--- src/rtl/ddr_pkg.sv ---
// Shared constants and helpers for the arrow-note game: lane/grid sizing,
// the lane bit-vector type and a population count for lane vectors.
package ddr_pkg;

  localparam int N_LANES    = 4;
  localparam int GRID_DEPTH = 16;
  localparam int SCORE_W    = 10;
  localparam int STREAK_MAX = 255;

  localparam int CNT_W = $clog2(N_LANES + 1);

  typedef logic [N_LANES-1:0] lane_t;
  typedef logic [CNT_W-1:0]   lane_cnt_t;

  function automatic lane_cnt_t popcount(input lane_t v);
    lane_cnt_t n;
    n = '0;
    for (int i = 0; i < N_LANES; i++) begin
      n = n + lane_cnt_t'(v[i]);
    end
    return n;
  endfunction

endpackage

--- src/rtl/note_scroller_key_edge.sv ---
// Per-lane rising-edge detector for already-synchronised key levels.
// History resets to all ones so a key held through reset produces no press.
module key_edge
  import ddr_pkg::*;
#(
  parameter int W = N_LANES
) (
  input  logic         clk,
  input  logic         reset,
  input  logic [W-1:0] key,
  output logic [W-1:0] press
);

  logic [W-1:0] key_q;

  // NOTE: sequential state is written with non-blocking assignments only, so
  // every register samples the pre-edge value of every other register.
  always_ff @(posedge clk or negedge reset) begin
    if (!reset) begin
      key_q <= '1;
    end else begin
      key_q <= key;
    end
  end

  assign press = key & ~key_q;

endmodule

--- src/rtl/note_scroller.sv ---
// Scrolls a LANES x DEPTH note grid toward the target row on each step tick,
// judges key presses against the bottom two rows and keeps score and streak.
module note_scroller
  import ddr_pkg::*;
#(
  parameter int LANES   = N_LANES,
  parameter int DEPTH   = GRID_DEPTH,
  parameter int SCORE_W = ddr_pkg::SCORE_W
) (
  input  logic                   clk,
  input  logic                   reset,
  input  logic                   en,
  input  logic                   run,
  input  logic                   clear,
  input  logic [LANES-1:0]       spawn,
  input  logic [LANES-1:0]       key,
  output logic [DEPTH*LANES-1:0] grid,
  output logic [LANES-1:0]       hit_lanes,
  output logic [LANES-1:0]       miss_lanes,
  output logic [SCORE_W-1:0]     score,
  output logic [7:0]             streak
);

  localparam int HIT_CNT_W = $clog2(LANES + 1);

  // Row r of the packed array sits at bits [r*LANES +: LANES] of grid.
  logic [DEPTH-1:0][LANES-1:0] rows;
  logic [DEPTH-1:0][LANES-1:0] rows_judged;
  logic [DEPTH-1:0][LANES-1:0] rows_next;

  logic [LANES-1:0]     press;
  logic [LANES-1:0]     judge;
  logic [LANES-1:0]     hit;
  logic [LANES-1:0]     wrong;
  logic [LANES-1:0]     scroll_off;
  logic [LANES-1:0]     miss;
  logic                 step;
  logic [HIT_CNT_W-1:0] hit_cnt;
  logic [SCORE_W:0]     score_sum;
  logic [SCORE_W-1:0]   score_next;
  logic [8:0]           streak_sum;
  logic [7:0]           streak_next;

  key_edge #(
    .W (LANES)
  ) u_key_edge (
    .clk   (clk),
    .reset (reset),
    .key   (key),
    .press (press)
  );

  assign step  = en & run;
  assign judge = press & {LANES{run}};

  // Judging clears at most one cell per lane (bottom row first), then the
  // step shifts the judged grid so a note hit in row DEPTH-2 never advances.
  // NOTE: every signal driven here gets a default at the top of the block so
  // no path leaves it unassigned and no latch is inferred.
  always_comb begin
    rows_judged = rows;
    hit         = '0;
    wrong       = '0;
    for (int l = 0; l < LANES; l++) begin
      if (judge[l]) begin
        if (rows[DEPTH-1][l]) begin
          hit[l]                  = 1'b1;
          rows_judged[DEPTH-1][l] = 1'b0;
        end else if (rows[DEPTH-2][l]) begin
          hit[l]                  = 1'b1;
          rows_judged[DEPTH-2][l] = 1'b0;
        end else begin
          wrong[l] = 1'b1;
        end
      end
    end

    scroll_off = '0;
    rows_next  = rows_judged;
    if (step) begin
      scroll_off = rows_judged[DEPTH-1];
      for (int r = 1; r < DEPTH; r++) begin
        rows_next[r] = rows_judged[r-1];
      end
      rows_next[0] = spawn;
    end

    miss = wrong | scroll_off;
  end

  always_comb begin
    hit_cnt = '0;
    for (int l = 0; l < LANES; l++) begin
      hit_cnt = hit_cnt + HIT_CNT_W'(hit[l]);
    end
  end

  // Both counters saturate; the extra sum bit flags overflow.
  always_comb begin
    score_sum  = {1'b0, score} + (SCORE_W + 1)'(hit_cnt);
    score_next = score_sum[SCORE_W] ? '1 : score_sum[SCORE_W-1:0];

    streak_sum = {1'b0, streak} + 9'(hit_cnt);
    if (|miss) begin
      streak_next = '0;
    end else if (streak_sum > 9'(STREAK_MAX)) begin
      streak_next = 8'(STREAK_MAX);
    end else begin
      streak_next = streak_sum[7:0];
    end
  end

  // With run low, judge and step are both zero, so this update holds the grid
  // and counters and drives the pulse registers to zero.
  // NOTE: the grid is a small flop array, not a RAM, so it is reset like any
  // other state; clear is the synchronous counterpart with top priority.
  always_ff @(posedge clk or negedge reset) begin
    if (!reset) begin
      rows       <= '0;
      hit_lanes  <= '0;
      miss_lanes <= '0;
      score      <= '0;
      streak     <= '0;
    end else if (clear) begin
      rows       <= '0;
      hit_lanes  <= '0;
      miss_lanes <= '0;
      score      <= '0;
      streak     <= '0;
    end else begin
      rows       <= rows_next;
      hit_lanes  <= hit;
      miss_lanes <= miss;
      score      <= score_next;
      streak     <= streak_next;
    end
  end

  assign grid = rows;

endmodule

--- config.mk ---
export PLATFORM = sky130hd
export DESIGN_NAME = note_scroller
export DESIGN_NICKNAME = d
export VERILOG_FILES = /design/src/rtl/ddr_pkg.sv /design/src/rtl/note_scroller_key_edge.sv /design/src/rtl/note_scroller.sv
export SDC_FILE = /design/constraint.sdc
export NUM_CORES = 1
export LEC_CHECK = 0
export ABC_AREA = 1
export CAP_MARGIN = 40
export CORE_ASPECT_RATIO = 1.25
export CORE_MARGIN = 5
export CORE_UTILIZATION = 49
export DETAILED_ROUTE_END_ITERATION = 7
export PLACE_DENSITY = 0.9
export SYNTH_ARGS = -nofsm -noshare
export SYNTH_HDL_FRONTEND = slang
export SYNTH_SLANG_ARGS = --single-unit
--- constraint.sdc ---
create_clock -name clk -period 4.09 [get_ports clk]
set_clock_uncertainty 0.2 [all_clocks]
set_input_delay 1.0225 -clock clk [delete_from_list [all_inputs] [get_ports clk]]
set_output_delay 1.0225 -clock clk [all_outputs]
set_load 0.05 [all_outputs]
==> results.py <==
metrics = {
    "power": {
        "combPwrFrac": 0.063,
        "ir_drop_v": 0.000298,
        "p_switching_mw": 0.384,
        "power_mw": 1.67,
        "power_leakage_nw": 2.41,
        "seq_power_share": 0.563,
        "p_int_mw": 1.28,
        "p_clk_frac": 0.374,
        "swShare": 0.230,
        "power_density_nw_per_um2": 308,
    },
    "critical_path": {
        "worstPathRequired_ps": 4130,
        "crit_chain": "clkdlybuf4s50_1 > nand3b_1 > nor2_1 > fa_1 > ha_1 > ha_1 > fa_1 > nand2_1 > nand2_1 > nand2_1 > nor2_1 > nand2_1 > a21oi_1",
        "arrival_ps": 3990,
        "startpoint": "run",
        "start_kind": "primary input",
        "cp_max_fo": 8,
        "path_class": "primary input to register",
        "crit_slowest_cell": "clkdlybuf4s50_1",
        "cpMostUsedCell": "nand2_1",
        "cp-end-kind": "register",
        "cpPeakStageDelay_ps": 540,
        "r2r_start": "grid[60]",
    },
    "global_route": {
        "first_global_vias": 3387,
        "grt_pass1_wl_um": 16500,
        "overflow": 0,
        "grt_max_degree": 71,
        "antenna_found_initial": 0,
        "track_usage": 0.205,
    },
    "timing": {
        "holdWs_ps": 364,
        "finalHoldViolCount": 0,
        "slew_headroom": 0.440,
        "maxSlewViolCount": 0,
        "max_freq_ghz": 0.253,
        "setup_violations": 0,
        "period_share": 0.965,
        "rsz0062_at_grt": "no",
        "worst_pin_slew_ps": 841,
        "period_minus_slack_ps": 3950,
    },
    "floorplan": {
        "start_util": 0.507,
        "rows": 36,
        "die_w_um": 90.8,
        "coreArea_um2": 7880,
        "die_h_um": 111,
        "pin_count": 103,
        "dieArea_um2": 10100,
    },
    "finish": {
        "layout_commonest_cell": "clkdlybuf4s50_1",
        "final_cell_mix": "101 x clkdlybuf4s50_1, 93 x inv_1, 90 x dfrtp_1, 60 x nand2_1, 60 x o22ai_1",
        "nNetsFinal": 558,
        "antenna_cells": 0,
        "drive_gt1_frac": 0.0759,
        "area_growth_pct": 35.5,
    },
    "synth": {
        "syn-num-nets": 443,
        "ys_ff_latch": 94,
        "synth_fa_ha_area_frac": 0.0370,
        "synth-simple-area-share": 0.129,
        "syn_area_um2": 3990,
        "synth_top_family_by_area": "simple AND/OR/NAND/NOR gates",
        "synth_compound_gate_area_share": 0.128,
        "synthDistinctLibCells": 24,
        "synthCells": 420,
        "ys_seq_area_frac": 0.590,
        "yosysWarningCount": 0,
        "yosys.area_share.xor_xnor": 0.00877,
        "synth_mux_area_frac": 0,
        "syn-mean-instance-area_um2": 9.51,
    },
    "placement": {
        "dpl.hpwl_um": 7370,
        "gp_congestion": 0.892,
        "port_buffers": 102,
    },
    "clock_tree": {
        "hold_buffers": 0,
        "ctsLongestPathBuffers": 2,
        "cts.htree.levels": 3,
        "cts_tree": "yes",
        "numCtsBuffers": 9,
        "cts_root_buffer": "clkbuf_8",
        "clk_latency_ps": 370,
        "path_clk_slew_ps": 80,
        "postCtsSetupBuffers": 0,
        "cts_sinks": 94,
        "cts-resized-gates": 0,
    },
    "detailed_routing": {
        "ant_nets": 0,
        "drc": 0,
        "wl_per_cell_um": 15.8,
        "routed_wl_um": 10100,
        "vias": 3401,
        "drt-initial-drc-count": 197,
        "dr.pass1.iters": 4,
        "detail_route.vias_per_cell": 5.36,
    },
    "worst_hold_path": {
        "worstHoldStart": "grid[30]",
        "hold_class": "register to register",
    },
    "run_status": {
        "outcome": "finished, final reports clean",
    },
    "run": {
        "drv_cap": 0,
    },
}
[power groups by stage]
stage / clock network (mW) / logic, mW / registers, mW
finish: 0.624 / 0.105 / 0.938
global route: 0.675 / 0.114 / 0.939
CTS: 0.641 / 0.106 / 0.938
detailed placement: 0 / 0.105 / 0.957
global placement: 0 / 0.102 / 0.957
floorplan: 0 / 0.0352 / 0.970
[layer usage]
metal  track usage  vias up  wire length [um]
met1         0.242     1656              3950
li1              -     1603                 -
met4        0.0943        0               197
met5             0        -                 0
met2         0.334      124              5030
met3        0.0686       18               876
[metrics by stage]
stage	TNS [ps]	cells	worst slack [ps]	cell area [um^2]	utilization
after global routing	0	635	23.5	5410	0.687
final	0	635	143	5410	0.687
after detailed placement	-3630	619	-237	5210	0.661
after CTS	0	635	169	5410	0.687
after floorplan	0	420	464	3990	-
after global placement	-890	619	-73.2	5210	0.661
[registers in the layout, indices dropped and copies added (netlist names)]
signal	count
score	10
grid	64
hit_lanes	4
streak	8
u_key_edge.key_q	4
miss_lanes	4
[cell families (layout without fill, tap and decap cells)]
family	after synthesis	after routing
simple gates	116	116
buf+inv	109	229
flops	94	94
compound gates	87	87
fa+ha+maj	10	10
xor+xnor	4	4
[worst paths after layout]
check	to	slack (ps)	cells past startpoint
setup / recovery	streak[6]	140	13
hold / removal	grid[34]	360	2
setup reg to reg	streak[6]	850	14
hold reg to reg	grid[34]	360	2
max in group asynchronous	u_key_edge.key_q[2]	2350	2
min in group asynchronous	grid[39]	570	1
[worst max-delay path, delay by kind of cell]
family	cells	cell delay [ps]
AND/OR/NAND/NOR	7	810
adder cells (fa/ha/maj)	4	1510
buffers and inverters	1	540
AO/OA/AOI/OAI	1	110
[synthesized netlist by cell type]
master | instances | area [um^2]
fa_1 | 3 | 60.1
o21bai_1 | 1 | 7.51
inv_1 | 93 | 349
buf_2 | 13 | 65.1
nand4_1 | 6 | 37.5
nand2_2 | 1 | 6.26
clkinv_1 | 1 | 3.75
o21ai_1 | 1 | 5.00
ha_1 | 7 | 87.6
o21ai_0 | 9 | 45.0
inv_2 | 1 | 3.75
dfrtp_1 | 90 | 2250
a21oi_1 | 16 | 80.1
nand3_2 | 2 | 20.0
o22ai_1 | 60 | 375
xnor2_1 | 4 | 35.0
clkbuf_1 | 1 | 3.75
nand3b_1 | 3 | 22.5
nand2_1 | 61 | 229
nand3_1 | 21 | 105
nor3_1 | 5 | 25.0
nor3_2 | 1 | 10.0
nor2_1 | 16 | 60.1
dfstp_2 | 4 | 105
[final cells by class]
type / count / area [um^2]
clock buffer: 13 / 159
clock inverter: 3 / 42.5
fill: 583 / 2470
inverter: 95 / 357
multi-input combinational: 217 / 1210
sequential: 94 / 2360
tap: 95 / 119
timing repair buffer: 118 / 1160
Power figures use the tool's default switching activity.
